File: src/rtl/fifo_mem_ctrl_if.sv
// Bundle between the FIFO sequencer, its producer/consumer and the 8x10 memory.
// The slave view belongs to the sequencer; the master view to its environment.
interface fifo_mem_ctrl_if #(
    parameter int RAM_WIDTH = 10,
    parameter int ADDR_SIZE = 3
);
    logic                 push;
    logic [RAM_WIDTH-1:0] data_in;
    logic                 pop;
    logic [ADDR_SIZE:0]   umbral_af;
    logic [ADDR_SIZE:0]   umbral_ae;
    logic                 mem_wr_enb;
    logic [ADDR_SIZE-1:0] mem_wr_addr;
    logic [RAM_WIDTH-1:0] mem_data_in;
    logic                 mem_rd_enb;
    logic [ADDR_SIZE-1:0] mem_rd_addr;
    logic [RAM_WIDTH-1:0] mem_data_out;
    logic [RAM_WIDTH-1:0] data_out;
    logic                 valid;
    logic [ADDR_SIZE:0]   fifo_count;
    logic                 full;
    logic                 empty;
    logic                 almost_full;
    logic                 almost_empty;
    logic                 err_overflow;
    logic                 err_underflow;

    modport slave (
        input  push, data_in, pop, umbral_af, umbral_ae, mem_data_out,
        output mem_wr_enb, mem_wr_addr, mem_data_in,
        output mem_rd_enb, mem_rd_addr,
        output data_out, valid, fifo_count, full, empty,
        output almost_full, almost_empty, err_overflow, err_underflow
    );

    modport master (
        output push, data_in, pop, umbral_af, umbral_ae, mem_data_out,
        input  mem_wr_enb, mem_wr_addr, mem_data_in,
        input  mem_rd_enb, mem_rd_addr,
        input  data_out, valid, fifo_count, full, empty,
        input  almost_full, almost_empty, err_overflow, err_underflow
    );
endinterface

File: src/rtl/fifo_mem_ctrl.sv
// FIFO sequencer for an external 8x10 dual-port memory.
// Turns push/pop requests into memory strobes and tracks occupancy/status.
module fifo_mem_ctrl #(
    parameter int RAM_WIDTH = 10,
    parameter int RAM_DEPTH = 8,
    parameter int ADDR_SIZE = 3
) (
    input  logic          clk,
    input  logic          rst,
    fifo_mem_ctrl_if.slave ctrl_io
);
    localparam logic [ADDR_SIZE:0] DEPTH = (ADDR_SIZE+1)'(RAM_DEPTH);
    localparam logic [ADDR_SIZE:0] ONE   = (ADDR_SIZE+1)'(1);

    typedef enum logic [1:0] {
        S_EMPTY,
        S_ACTIVE,
        S_FULL
    } state_t;

    state_t               state_q, state_d;
    logic [ADDR_SIZE-1:0] wr_ptr_q, wr_ptr_d;
    logic [ADDR_SIZE-1:0] rd_ptr_q, rd_ptr_d;
    logic [ADDR_SIZE:0]   count_q, count_d;
    logic                 valid_q, valid_d;
    logic                 ovf_q, ovf_d;
    logic                 udf_q, udf_d;
    logic                 full, empty;
    logic                 push_ok, pop_ok;

    // Accept/reject decisions, pointer/count updates and next state.
    always_comb begin
        full     = (state_q == S_FULL);
        empty    = (state_q == S_EMPTY);
        pop_ok   = ctrl_io.pop & ~empty & ~rst;
        push_ok  = ctrl_io.push & (~full | pop_ok) & ~rst;
        wr_ptr_d = wr_ptr_q;
        rd_ptr_d = rd_ptr_q;
        count_d  = count_q;
        state_d  = state_q;
        valid_d  = pop_ok;
        ovf_d    = ovf_q | (ctrl_io.push & full & ~pop_ok);
        udf_d    = udf_q | (ctrl_io.pop & empty);
        if (push_ok) wr_ptr_d = wr_ptr_q + 1'b1;
        if (pop_ok)  rd_ptr_d = rd_ptr_q + 1'b1;
        unique case ({push_ok, pop_ok})
            2'b10:   count_d = count_q + 1'b1;
            2'b01:   count_d = count_q - 1'b1;
            default: count_d = count_q;
        endcase
        unique case (state_q)
            S_EMPTY: begin
                if (push_ok) state_d = (DEPTH == ONE) ? S_FULL : S_ACTIVE;
            end
            S_ACTIVE: begin
                if (push_ok && !pop_ok && count_q == DEPTH - ONE)
                    state_d = S_FULL;
                else if (pop_ok && !push_ok && count_q == ONE)
                    state_d = S_EMPTY;
            end
            S_FULL: begin
                if (pop_ok && !push_ok)
                    state_d = (DEPTH == ONE) ? S_EMPTY : S_ACTIVE;
            end
            default: state_d = S_EMPTY;
        endcase
    end

    // State registers; memory contents live outside and are untouched by rst.
    always_ff @(posedge clk) begin
        if (rst) begin
            state_q  <= S_EMPTY;
            wr_ptr_q <= '0;
            rd_ptr_q <= '0;
            count_q  <= '0;
            valid_q  <= 1'b0;
            ovf_q    <= 1'b0;
            udf_q    <= 1'b0;
        end else begin
            state_q  <= state_d;
            wr_ptr_q <= wr_ptr_d;
            rd_ptr_q <= rd_ptr_d;
            count_q  <= count_d;
            valid_q  <= valid_d;
            ovf_q    <= ovf_d;
            udf_q    <= udf_d;
        end
    end

    // Memory strobes follow the current request and pointers.
    always_comb begin
        ctrl_io.mem_wr_enb  = push_ok;
        ctrl_io.mem_wr_addr = wr_ptr_q;
        ctrl_io.mem_data_in = ctrl_io.data_in;
        ctrl_io.mem_rd_enb  = pop_ok;
        ctrl_io.mem_rd_addr = rd_ptr_q;
    end

    // Status decodes; read data is the memory's registered output.
    always_comb begin
        ctrl_io.valid         = valid_q;
        ctrl_io.data_out      = valid_q ? ctrl_io.mem_data_out : '0;
        ctrl_io.fifo_count    = count_q;
        ctrl_io.full          = full;
        ctrl_io.empty         = empty;
        ctrl_io.almost_full   = (count_q >= ctrl_io.umbral_af);
        ctrl_io.almost_empty  = (count_q <= ctrl_io.umbral_ae);
        ctrl_io.err_overflow  = ovf_q;
        ctrl_io.err_underflow = udf_q;
    end
endmodule

File: src/flat_wrapper.sv
// flat-port wrapper written by rule: the top's interface ports become plain ports
module fifo_mem_ctrl_flat 
#(
    parameter int RAM_WIDTH = 10,
    parameter int RAM_DEPTH = 8,
    parameter int ADDR_SIZE = 3
)
  (clk, rst, ctrl_io_push, ctrl_io_data_in, ctrl_io_pop, ctrl_io_umbral_af, ctrl_io_umbral_ae, ctrl_io_mem_data_out, ctrl_io_mem_wr_enb, ctrl_io_mem_wr_addr, ctrl_io_mem_data_in, ctrl_io_mem_rd_enb, ctrl_io_mem_rd_addr, ctrl_io_data_out, ctrl_io_valid, ctrl_io_fifo_count, ctrl_io_full, ctrl_io_empty, ctrl_io_almost_full, ctrl_io_almost_empty, ctrl_io_err_overflow, ctrl_io_err_underflow);
  fifo_mem_ctrl_if #(.RAM_WIDTH(RAM_WIDTH), .ADDR_SIZE(ADDR_SIZE)) ctrl_io_i ();
  input  logic clk;
  input  logic rst;
  input wire logic [$bits(ctrl_io_i.push)-1:0] ctrl_io_push;
  input wire logic [$bits(ctrl_io_i.data_in)-1:0] ctrl_io_data_in;
  input wire logic [$bits(ctrl_io_i.pop)-1:0] ctrl_io_pop;
  input wire logic [$bits(ctrl_io_i.umbral_af)-1:0] ctrl_io_umbral_af;
  input wire logic [$bits(ctrl_io_i.umbral_ae)-1:0] ctrl_io_umbral_ae;
  input wire logic [$bits(ctrl_io_i.mem_data_out)-1:0] ctrl_io_mem_data_out;
  output wire logic [$bits(ctrl_io_i.mem_wr_enb)-1:0] ctrl_io_mem_wr_enb;
  output wire logic [$bits(ctrl_io_i.mem_wr_addr)-1:0] ctrl_io_mem_wr_addr;
  output wire logic [$bits(ctrl_io_i.mem_data_in)-1:0] ctrl_io_mem_data_in;
  output wire logic [$bits(ctrl_io_i.mem_rd_enb)-1:0] ctrl_io_mem_rd_enb;
  output wire logic [$bits(ctrl_io_i.mem_rd_addr)-1:0] ctrl_io_mem_rd_addr;
  output wire logic [$bits(ctrl_io_i.data_out)-1:0] ctrl_io_data_out;
  output wire logic [$bits(ctrl_io_i.valid)-1:0] ctrl_io_valid;
  output wire logic [$bits(ctrl_io_i.fifo_count)-1:0] ctrl_io_fifo_count;
  output wire logic [$bits(ctrl_io_i.full)-1:0] ctrl_io_full;
  output wire logic [$bits(ctrl_io_i.empty)-1:0] ctrl_io_empty;
  output wire logic [$bits(ctrl_io_i.almost_full)-1:0] ctrl_io_almost_full;
  output wire logic [$bits(ctrl_io_i.almost_empty)-1:0] ctrl_io_almost_empty;
  output wire logic [$bits(ctrl_io_i.err_overflow)-1:0] ctrl_io_err_overflow;
  output wire logic [$bits(ctrl_io_i.err_underflow)-1:0] ctrl_io_err_underflow;
  assign ctrl_io_i.push = ctrl_io_push;
  assign ctrl_io_i.data_in = ctrl_io_data_in;
  assign ctrl_io_i.pop = ctrl_io_pop;
  assign ctrl_io_i.umbral_af = ctrl_io_umbral_af;
  assign ctrl_io_i.umbral_ae = ctrl_io_umbral_ae;
  assign ctrl_io_i.mem_data_out = ctrl_io_mem_data_out;
  assign ctrl_io_mem_wr_enb = ctrl_io_i.mem_wr_enb;
  assign ctrl_io_mem_wr_addr = ctrl_io_i.mem_wr_addr;
  assign ctrl_io_mem_data_in = ctrl_io_i.mem_data_in;
  assign ctrl_io_mem_rd_enb = ctrl_io_i.mem_rd_enb;
  assign ctrl_io_mem_rd_addr = ctrl_io_i.mem_rd_addr;
  assign ctrl_io_data_out = ctrl_io_i.data_out;
  assign ctrl_io_valid = ctrl_io_i.valid;
  assign ctrl_io_fifo_count = ctrl_io_i.fifo_count;
  assign ctrl_io_full = ctrl_io_i.full;
  assign ctrl_io_empty = ctrl_io_i.empty;
  assign ctrl_io_almost_full = ctrl_io_i.almost_full;
  assign ctrl_io_almost_empty = ctrl_io_i.almost_empty;
  assign ctrl_io_err_overflow = ctrl_io_i.err_overflow;
  assign ctrl_io_err_underflow = ctrl_io_i.err_underflow;
  fifo_mem_ctrl #(.RAM_WIDTH(RAM_WIDTH), .RAM_DEPTH(RAM_DEPTH), .ADDR_SIZE(ADDR_SIZE)) u_core (.clk(clk), .rst(rst), .ctrl_io(ctrl_io_i));
endmodule
File: config.mk
export PLATFORM = sky130hd
export DESIGN_NAME = fifo_mem_ctrl_flat
export DESIGN_NICKNAME = d
export VERILOG_FILES = /design/src/rtl/fifo_mem_ctrl_if.sv /design/src/rtl/fifo_mem_ctrl.sv /design/src/flat_wrapper.sv
export SDC_FILE = /design/constraint.sdc
export NUM_CORES = 1
export LEC_CHECK = 0
export ABC_AREA = 1
export BUFFER_PORTS_ARGS = -buffer_cell sky130_fd_sc_hd__buf_2
export CAP_MARGIN = 20
export CORE_MARGIN = 10
export CORE_UTILIZATION = 44
export CTS_BUF_LIST = sky130_fd_sc_hd__clkbuf_2
export CTS_CLUSTER_DIAMETER = 30
export CTS_CLUSTER_SIZE = 12
export DETAILED_ROUTE_END_ITERATION = 8
export GPL_TIMING_DRIVEN = 0
export PLACE_DENSITY = 0.92
export SLEW_MARGIN = 25
export SYNTH_ARGS = -nofsm -noshare
export SYNTH_HDL_FRONTEND = slang
export SYNTH_SLANG_ARGS = --single-unit
File: constraint.sdc
create_clock -name clk -period 2.4 [get_ports clk]
set_input_delay 0.72 -clock clk [delete_from_list [all_inputs] [get_ports clk]]
set_output_delay 0.72 -clock clk [all_outputs]
set_load 0.005 [all_outputs]
# Word level (Yosys, flattened, before mapping)
# Index checks and enable logic that the tools add are counted.
[totals]
romBits = 0
in_bits = 32
wordCells = 52
n_memories = 0
ram_bits = 0
ff_bits = 15
latch_bits = 0
[classes]
add_sub_neg = 4
shift = 0
n_eq_ne = 9
magnitude_cmp = 2
bitwise_logic = 14
n_reduce_logical = 9
mux = 7
div_mod_pow = 0
n_mul = 0
[op_table]
columns = ["cell", "count"]
rows = [
  ["$mux 10", 1],
  ["$mux 2", 4],
  ["$pmux 4 s2", 1],
  ["$and 1x1->1", 7],
  ["$add 3x1->3 const B", 2],
  ["$pmux 2 s3", 1],
  ["$add 4x1->4 const B", 1],
  ["$eq 2x1->1 const B", 2],
  ["$eq 2x2->1 const B", 2],
  ["$eq 4x1->1 const B", 1],
  ["$eq 4x3->1 const B", 1],
  ["$ge 4x4->1", 1],
  ["$le 4x4->1", 1],
  ["$logic_and 1x1->1", 4],
  ["$not 1->1", 4],
  ["$sub 4x1->4 const B", 1],
  ["$ne 3x1->1 const B", 1],
  ["$or 1x1->1", 3],
  ["$reduce_and 3->1", 1],
  ["$logic_not 1->1", 2],
  ["$logic_not 2->1", 1],
  ["$ne 2x1->1 const B", 1],
  ["$ne 2x2->1 const B", 1],
  ["$reduce_bool 2->1", 1],
]

# Depth between registers and ports, before layout
# Gate-level depths: netlist of run 1.
[depth]
ltp_word = 13
depth_mapped = 13
mapped_depth_nobuf = 13

# Worst setup path after synthesis of run 1
# No wires, ideal clock.
[synth_path]
path_type = "input to register"
from = "input rst"
to = "register u_core.count_q[3], in the netlist u_core.ctrl_io.fifo_count[3]"
t_arrival_ns = 1.953
cell_stages = 11
slack_ns = 0.332
n_path_buf = 0
required_ns = 2.285
cell_sequence = "inv_2 -> nand2_4 -> nand2_2 -> nand2_2 -> nor2_1 -> inv_1 -> ha_1 -> nor2_1 -> nand4_1 -> a21oi_1 -> nor2_1"
[synth_via]
elab_chain_len = 7
elab_cells_between_ends = 9
cone_classes = "2 x eq/ne; 1 x mux; 5 x bitwise; 1 x reduce/logical"
[synth_rtl]
columns = ["item", "line_no", "source"]
rows = [
  ["from (decl)", "flat_wrapper.sv:11", "input logic rst;"],
  ["$not 1->1 (*)", "fifo_mem_ctrl.sv:35, fifo_mem_ctrl.sv:36", ""],
  ["$and 1x1->1", "fifo_mem_ctrl.sv:35", "pop_ok = ctrl_io.pop & ~empty & ~rst;"],
  ["$or 1x1->1", "fifo_mem_ctrl.sv:36", "push_ok = ctrl_io.push & (~full | pop_ok) & ~rst;"],
  ["$and 1x1->1", "fifo_mem_ctrl.sv:36", ""],
  ["$and 1x1->1 (*)", "fifo_mem_ctrl.sv:36", ""],
  ["via ctrl_io_mem_wr_enb", "flat_wrapper.sv:18", "output wire logic [$bits(ctrl_io_i.mem_wr_enb)-1:0] ctrl_io_mem_wr_enb;"],
  ["$eq 2x1->1 or $eq 2x2->1 (tied branches)", "fifo_mem_ctrl.sv:46", "unique case ({push_ok, pop_ok})"],
  ["$pmux 4 s2 or $reduce_bool 2->1 (tied branches)", "n/a", ""],
  ["to (signal assigned)", "fifo_mem_ctrl.sv:83", "count_q <= count_d;"],
  ["to (decl)", "fifo_mem_ctrl.sv:24", "logic [ADDR_SIZE:0] count_q, count_d;"],
]
# The timed path passes the listed nets; every way through them passes the cells marked *.
# A chain may end at the register's enable or synchronous reset.

# Final worst setup path of run 1
[layout_path]
from = "input ctrl_io_umbral_af[1]"
to = "output ctrl_io_almost_full"
[layout_via]
elab_chain_len = 1
[layout_rtl]
columns = ["item", "line_no", "source"]
rows = [
  ["from (decl)", "flat_wrapper.sv:15", "input wire logic [$bits(ctrl_io_i.umbral_af)-1:0] ctrl_io_umbral_af;"],
  ["$ge 4x4->1", "fifo_mem_ctrl.sv:106", "ctrl_io.almost_full = (count_q >= ctrl_io.umbral_af);"],
  ["to (decl)", "flat_wrapper.sv:28", "output wire logic [$bits(ctrl_io_i.almost_full)-1:0] ctrl_io_almost_full;"],
]
# Every way passes these cells.

==> reports/summary.txt, run 1 <==
Async set-reset flop share out of synthesis: 0%
Vias post-DR: 1186
H-tree level count: 1
Slowest stage delay, CP: 0.28 ns
Yosys top cell by area: dfxtp_1
Deepest clock path buffer count: 2
Global-route wire length before repair: 5.13 mm
Vias in the first global route: 1172
Mapped cell area: 1130 um^2
1st-iter DRT viols: 30
Clock sink total: 15
Antenna Nets Post-Route: 0
PortBufs: 60
Clock root buffer master: clkbuf_2
Cell area after layout: 1490 um^2
Worst slew pin tran: 0.375 ns
Slew Viols, Final: 0
Post-Route Skew: 0.0108 ns
DR WL/cell: 11.8 um
Number of library cell types mapped by synthesis: 22
Height of the chip: 70.7 um
Worst setup EP type: output port
Initial antenna violation count: 0
Crit path cell chain: buf_2, inv_1, ha_1, inv_1, nor2_1, o211ai_1, nand3_1, buf_2
Fin worst setup slack: 0.117 ns
Most frequent cell after synthesis: inv_1
Cells after synthesis: 165
Highest clock rate: 438 MHz
Worst-path clk slew: 0.15 ns
Drt pass-1 iters: 4
Post-synth EDFFs: 0
Crit Path Category: in2out
Share of the synthesized area in the top cell type: 26.6%
Area Growth Syn to Fin: 31.8%
CP max-delay cell: ha_1
Core area: 2450 um^2
TritonCTS clock tree: built
Share of layout cells above drive strength 1: 36.7%
Num ports: 71
Syn nets: 212
RSZ-0062 raised after global routing: false
Syn Area/Cell: 6.85 um^2
Row cnt: 18
DP Cell Count: 255
Worst Path Arrival: 1.56 ns
Final setup vio count: 0
Crit path max-delay family: buffers and inverters
Fin crit period: 2.28 ns
Total track usage: 11.8%
Setup crit start kind: primary input
Top cells by count, synth: 33 x inv_1, 29 x nand2_1, 19 x nor2_1
Largest net degree at the start of global routing: 11
Worst path required time: 1.68 ns
Final hold vios: 0
Die area: 4990 um^2
Most common flop cell mapped by yosys: dfxtp_1
Sequential share of the synthesized area: 26.6%
Post_cts resized: 0
RePlAce Congestion: 0.735
VDD IR max: 0.340 mV
Diode count: 0
Synth Register Bits: 15
Max_slew headroom: 75.0%
Initial Util: 46.0%
Fin crit share: 95.1%
Setup TNS: 0 ns
DP Area: 1470 um^2
Hold bufs inserted after CTS: 0
Worst hold path class: reg2reg
Dpl hpwl: 2.60 mm
YS warnings: 0
# Max-Cap Violations: 0
Skew-Pair Late Insertion Delay: 0.30 ns
Status: finished clean
Die Wd: 70.7 um
Clock buffer count from CTS: 3
Leakage: 0.947 nW
Layout Cells excl Fill: 259
Synth area leaders: dfxtp_1 27%, ha_1 17%, inv_1 11%, nand2_1 9.6%, buf_4 6.6%
GRT overflow: 0
DP Worst Slack: 0.0203 ns
Drt total wl: 3.05 mm
Util after Layout: 60.7%
Critical path buffers and inverters: 4
Power per cell area: 367 nW/um^2
Via density: 4.58
Post-CTS setup buffer count: 0
Number of remaining DRC errors: 0
Nets: 277
CP Max Fanout: 2
Fill cells: 234
==> final timing paths <==
| path | from | to | slack [ns] | cells past startpoint |
|---|---|---|---|---|
| worst max-delay path | ctrl_io_umbral_af[1] | ctrl_io_almost_full | 0.12 | 8 |
| worst min-delay path | u_core.ctrl_io.mem_rd_addr[2] | u_core.ctrl_io.mem_rd_addr[2] | 0.48 | 2 |
| worst max register to register | u_core.state_q[0] | u_core.ctrl_io.fifo_count[3] | 0.49 | 10 |
| worst min register to register | u_core.ctrl_io.mem_rd_addr[2] | u_core.ctrl_io.mem_rd_addr[2] | 0.48 | 2 |
==> layout by cell type, fill, tap and decap left out, drive strengths merged <==
master / instances
a21oi: 10
buf: 71
clkbuf: 4
clkinv: 1
dfxtp: 15
ha: 15
inv: 34
nand2: 32
nand3: 8
nand4: 3
nor2: 22
o211ai: 2
o21a: 1
o21ai: 9
xor2: 2
==> cells by family after synthesis <==
| family | count (synthesis) | share of synthesized area, % |
|---|---|---|
| AOI/OAI and AO/OA | 22 | 10.7 |
| adders and majority gates | 15 | 16.6 |
| xor gates and xnor gates | 2 | 1.55 |
| buffers and inverters | 46 | 18.7 |
| and+or+nand+nor | 65 | 25.8 |
| DFF | 15 | 26.6 |
==> metrics by stage <==
stage | hold slack (ns) | power [mW]
floorplan | 0.451 | 0.364
global placement | 0.440 | 0.421
detailed placement | 0.456 | 0.426
CTS | 0.477 | 0.552
global route | 0.508 | 0.589
finish | 0.482 | 0.547
==> routing by layer <==
| metal | global-route usage, % | up-vias | routed length [um] |
|---|---|---|---|
| li1 | - | 634 | - |
| met1 | 12.4 | 518 | 1240 |
| met2 | 21.9 | 30 | 1580 |
| met3 | 4.04 | 4 | 192 |
| met4 | 3.23 | 0 | 38 |
| met5 | 0 | - | 0 |
==> worst register-to-register path, stage by stage, from the launching register on <==
cell and delay [ns]:
dfxtp_1 0.46, nor2_4 0.08, nand2_2 0.07, nand2_2 0.07, nor2_1 0.18, inv_1 0.07, ha_1 0.38, nor2_1 0.16
nand4_1 0.13, a21oi_1 0.16, nor2_1 0.06
==> state kept, by name, summed over array words and instances (netlist names) <==
signal / cells
u_core.ctrl_io.fifo_count: 4
u_core.ctrl_io.err_overflow: 1
u_core.ctrl_io.mem_wr_addr: 3
u_core.ctrl_io.err_underflow: 1
u_core.ctrl_io.mem_rd_addr: 3
u_core.ctrl_io.valid: 1
u_core.state_q: 2
==> report_power, final <==
group          internal [mW]  total (mW)  switching (mW)  leakage [nW]
clock                 0.0377       0.127          0.0897        0.0164
sequential             0.261       0.274          0.0127         0.123
combinational         0.0724       0.145          0.0728         0.808
total                  0.371       0.547           0.175         0.947
==> layout make-up <==
class,count,area [um^2],share of cell area (%)
multi-input combinational,104,618,41.5
sequential,15,302,20.3
timing repair buffer,60,300,20.2
inverter,34,128,8.57
buffer,12,83.8,5.63
tap,30,37.5,2.52
clock buffer,3,15.0,1.01
clock inverter,1,5.00,0.336
(Power assumes the default switching activity.)
==> inputs of run 2 (changes only) <==
PLACE_DENSITY = unset   (was 0.92)
PLACE_DENSITY_LB_ADDON = 0.05   (was unset)
==> reports/summary.txt, run 2 (same netlist as run 1, synthesis figures left out) <==
Vias post-DR: 1181
Diode count: 0
Max reg flops: 4
Nets: 277
Fin worst setup slack: 0.106 ns
VDD IR max: 0.388 mV
Clock sink total: 15
Routing usage on met1: 11.8%
H-tree level count: 1
Worst hold path class: reg2reg
Core area: 2450 um^2
Highest clock rate: 436 MHz
Net switching power: 0.168 mW
Final hold vios: 0
Worst setup EP type: output port
Seq pwr share: 50.2%
Share of layout cells above drive strength 1: 36.7%
Post-Route Skew: 0.00861 ns
Final setup vio count: 0
Skew-Pair Late Insertion Delay: 0.28 ns
Flop2flop setup slack: 0.54 ns
Worst path required time: 1.68 ns
Num ports: 71
Via density: 4.56
Drt pass-1 iters: 4
DP Worst Slack: 0.0390 ns
Initial Util: 46.0%
Slowest stage delay, CP: 0.28 ns
Reg2reg end: u_core.ctrl_io.fifo_count[3]
CP Capture Point: ctrl_io_almost_full
Deepest clock path buffer count: 2
Crit Path Category: in2out
Drt total wl: 3.10 mm
Number of remaining DRC errors: 0
Worst Path Arrival: 1.57 ns
Worst-path clk slew: 0.15 ns
Grt peak-use layer: met2
GR Util met2: 22.0%
Fill cells: 235
Max_slew headroom: 74.8%
Antenna Nets Post-Route: 0
Area Growth Syn to Fin: 31.8%
Vias in the first global route: 1233
Setup TNS: 0 ns
CP max-delay cell: ha_1
Tightest hold margin: 0.467 ns
Row cnt: 18
Comb pwr share: 26.9%
Leakage: 0.948 nW
TritonCTS clock tree: built
Total track usage: 12.0%
RePlAce Congestion: 0.845
Clk pwr share: 22.9%
Die Wd: 70.7 um
Post-CTS setup buffer count: 0
Initial antenna violation count: 0
GRT overflow: 0
Status: finished clean
DP Cell Count: 255
Slew Viols, Final: 0
Height of the chip: 70.7 um
Tot Pwr: 0.546 mW
CP Max Fanout: 2
RSZ-0062 raised after global routing: false
Clock buffer count from CTS: 3
Crit path cell chain: buf_2, inv_1, ha_1, inv_1, nor2_1, o211ai_1, nand3_1, buf_2
Power per cell area: 367 nW/um^2
Layout Cells excl Fill: 259
Met3 Usage GRT: 4.18%
Int Pwr: 0.378 mW
Clock root buffer master: clkbuf_2
Most common cell after layout, fill and taps aside: buf_2
Global-route wire length before repair: 5.21 mm
Worst slew pin tran: 0.378 ns
Most frequent cells in the layout: 61 x buf_2, 33 x inv_1, 29 x nand2_1
Fin crit period: 2.29 ns
Die area: 4990 um^2
Crit path from: ctrl_io_umbral_af[1]
R2R cell count: 10
Largest net degree at the start of global routing: 11
1st-iter DRT viols: 18
Worst r2r src: u_core.state_q[0]
PortBufs: 60
# Max-Cap Violations: 0
Fin crit share: 95.6%
Dpl hpwl: 2.65 mm
Setup crit start kind: primary input
DR WL/cell: 11.9 um
Sw frac: 30.7%
-- run 2: cell count changes in the layout (fill, tap and decap cells not counted), sizes merged --
cell    previous run  this run
clkbuf             4         5
clkinv             1         0
-- run 2: final cells by class --
| type | instances | area (um^2) | share of cell area (%) |
|---|---|---|---|
| Inverter | 34 | 128 | 8.57 |
| Sequential cell | 15 | 302 | 20.3 |
| Buffer | 12 | 83.8 | 5.63 |
| Clock buffer | 4 | 20.0 | 1.34 |
| Multi-Input combinational cell | 104 | 618 | 41.5 |
| Tap cell | 30 | 37.5 | 2.52 |
| Timing Repair Buffer | 60 | 300 | 20.2 |
-- run 2: metrics by stage --
stage	util, %	area, um^2
floorplan	-	1130
CTS	60.6	1490
finish	60.7	1490
global route	60.7	1490
global placement	59.8	1470
detailed placement	59.8	1470
-- run 2: worst min-delay path by stage --
stage / from / end / slack, ns / depth (start not counted)
detailed placement: u_core.ctrl_io.mem_rd_addr[2] / u_core.ctrl_io.mem_rd_addr[2] / 0.45 / 2
floorplan: u_core.ctrl_io.mem_rd_addr[2] / u_core.ctrl_io.mem_rd_addr[2] / 0.45 / 2
finish: u_core.ctrl_io.mem_rd_addr[2] / u_core.ctrl_io.mem_rd_addr[2] / 0.47 / 2
global placement: u_core.ctrl_io.err_underflow / u_core.ctrl_io.err_underflow / 0.44 / 2
global route: u_core.ctrl_io.mem_rd_addr[2] / u_core.ctrl_io.mem_rd_addr[2] / 0.49 / 2
CTS: u_core.ctrl_io.mem_rd_addr[2] / u_core.ctrl_io.mem_rd_addr[2] / 0.47 / 2
-- run 2: worst max-delay path, delay by kind of cell --
kind	cells	cell delay (ns)
buffers and inverters	4	0.30
adder cells (fa/ha/maj)	1	0.28
AO/OA/AOI/OAI	1	0.14
AND/OR/NAND/NOR	2	0.13
-- run 2: timing repair --
item,CTS,global route
hold buffers,0,0
hold endpoints to repair,0,0
resized for setup,0,2
setup endpoints to repair,0,1
-- run 2: metal layers --
layer	routed length [um]	share of wire, %
met5	0	0
met4	57	1.8
met3	275	8.9
met2	1550	50
met1	1220	39
-- run 2: power groups by stage --
stage	Clock, mW	Sequential (mW)	Combinational (mW)
finish	0.125	0.274	0.147
global route	0.138	0.277	0.171
CTS	0.131	0.274	0.150
detailed placement	0	0.279	0.149
global placement	0	0.278	0.144
floorplan	0	0.278	0.0855
==> inputs of run 3 (changes only) <==
clock period = 2.6 ns   (was 2.4 ns; I/O delays follow)
==> reports/summary.txt, run 3 (same netlist as run 1, synthesis figures left out) <==
Status: finished clean
Crit path max-delay family: buffers and inverters
Initial antenna violation count: 0
Row cnt: 18
H-tree level count: 1
Multi-input gate area: 618 um^2
Skew-Pair Late Insertion Delay: 0.28 ns
CP max-delay cell: ha_1
Share of layout cells above drive strength 1: 36.2%
Highest clock rate: 414 MHz
RePlAce Congestion: 0.845
Seq pwr share: 50.2%
Tot Pwr: 0.504 mW
Max reg flops: 4
1st-iter DRT viols: 18
DR WL/cell: 11.9 um
TritonCTS clock tree: built
Clock root buffer master: clkbuf_2
Worst-path clk slew: 0.15 ns
Total track usage: 12.0%
Comb pwr share: 26.9%
Post-CTS setup buffer count: 0
Critical path buffers and inverters: 4
Min-delay src: u_core.ctrl_io.mem_rd_addr[2]
Int Pwr: 0.349 mW
VDD IR max: 0.358 mV
Most frequent cells in the layout: 61 x buf_2, 33 x inv_1, 29 x nand2_1
Deepest clock path buffer count: 2
Leakage: 0.947 nW
Crit path cell chain: buf_2, inv_1, ha_1, inv_1, nor2_1, o211ai_1, nand3_1, buf_2
Max_slew headroom: 74.8%
Slowest stage delay, CP: 0.28 ns
PortBufs: 60
Area Growth Syn to Fin: 31.7%
Initial Util: 46.0%
Dpl hpwl: 2.65 mm
Num ports: 71
Global-route wire length before repair: 5.21 mm
Power per cell area: 339 nW/um^2
Clock sink total: 15
Clock buffer count from CTS: 3
Vias in the first global route: 1233
GRT overflow: 0
Util after Layout: 60.6%
Final hold vios: 0
Net switching power: 0.155 mW
Vias post-DR: 1181
Nets: 277
Diode count: 0
Post-Route Skew: 0.00877 ns
Largest net degree at the start of global routing: 11
Via density: 4.56
Worst path required time: 1.82 ns
Most common cell after layout, fill and taps aside: buf_2
Worst hold path class: reg2reg
Drt pass-1 iters: 4
Final setup vio count: 0
Drt total wl: 3.10 mm
Height of the chip: 70.7 um
Hold bufs inserted after CTS: 0
Crit path from: ctrl_io_umbral_af[1]
Register area: 300 um^2
Die area: 4990 um^2
DP Worst Slack: 0.168 ns
Fin crit period: 2.41 ns
Worst slew pin tran: 0.378 ns
Fill cells: 236
Die Wd: 70.7 um
RSZ-0062 raised after global routing: false
Fin worst setup slack: 0.186 ns
Setup crit start kind: primary input
Antenna Nets Post-Route: 0
Worst r2r src: u_core.state_q[0]
CP Max Fanout: 2
Worst setup EP type: output port
Slew Viols, Final: 0
Post_cts resized: 0
Tightest hold margin: 0.467 ns
Clk pwr share: 23.0%
Fin crit share: 92.8%
Setup TNS: 0 ns
Worst Path Arrival: 1.63 ns
# Max-Cap Violations: 0
Core area: 2450 um^2
Sw frac: 30.7%
Number of remaining DRC errors: 0
Crit Path Category: in2out
[run 3: final cells by class]
cell class	count	share of cell area (%)
inverters	34	8.58
well taps	30	2.52
multi-input cells	104	41.5
clock buffers	4	1.35
plain buffers	12	5.63
flip-flops and latches	15	20.2
repair buffers	60	20.2
[run 3: metrics by stage]
step,std cells,cell area (um^2)
2_1_floorplan,165,1130
3_5_place_dp,255,1470
4_1_cts,259,1490
6_report,259,1490
5_1_grt,259,1490
3_3_place_gp,255,1470
[run 3: worst reg2reg max path: cells and delay by family (launching register included)]
kind	cells	cell delay, ns
buffers and inverters	1	0.07
AO/OA/AOI/OAI	1	0.15
AND/OR/NAND/NOR	7	0.71
adder cells (fa/ha/maj)	1	0.38
flip-flops	1	0.47
[run 3: per-layer routing]
metal | global-route usage [%] | part of all wire [%] | wire length (um)
met5 | 0 | 0 | 0
met4 | 6.02 | 1.8 | 57
met2 | 22.0 | 50 | 1550
met1 | 11.8 | 39 | 1220
met3 | 4.18 | 8.9 | 275
[run 3: power by group through the flow]
stage	Sequential [mW]	Clock, mW	Combinational [mW]
2_1_floorplan	0.257	0	0.0789
3_3_place_gp	0.257	0	0.133
3_5_place_dp	0.258	0	0.138
4_1_cts	0.253	0.121	0.138
5_1_grt	0.255	0.127	0.158
6_report	0.253	0.116	0.135
[run 3: worst paths after layout]
check                                       end  cells past startpoint  slack (ns)
hold / removal    u_core.ctrl_io.mem_rd_addr[2]                      2        0.47
hold reg to reg   u_core.ctrl_io.mem_rd_addr[2]                      2        0.47
setup reg to reg   u_core.ctrl_io.fifo_count[3]                     10        0.74
setup / recovery            ctrl_io_almost_full                      8        0.19
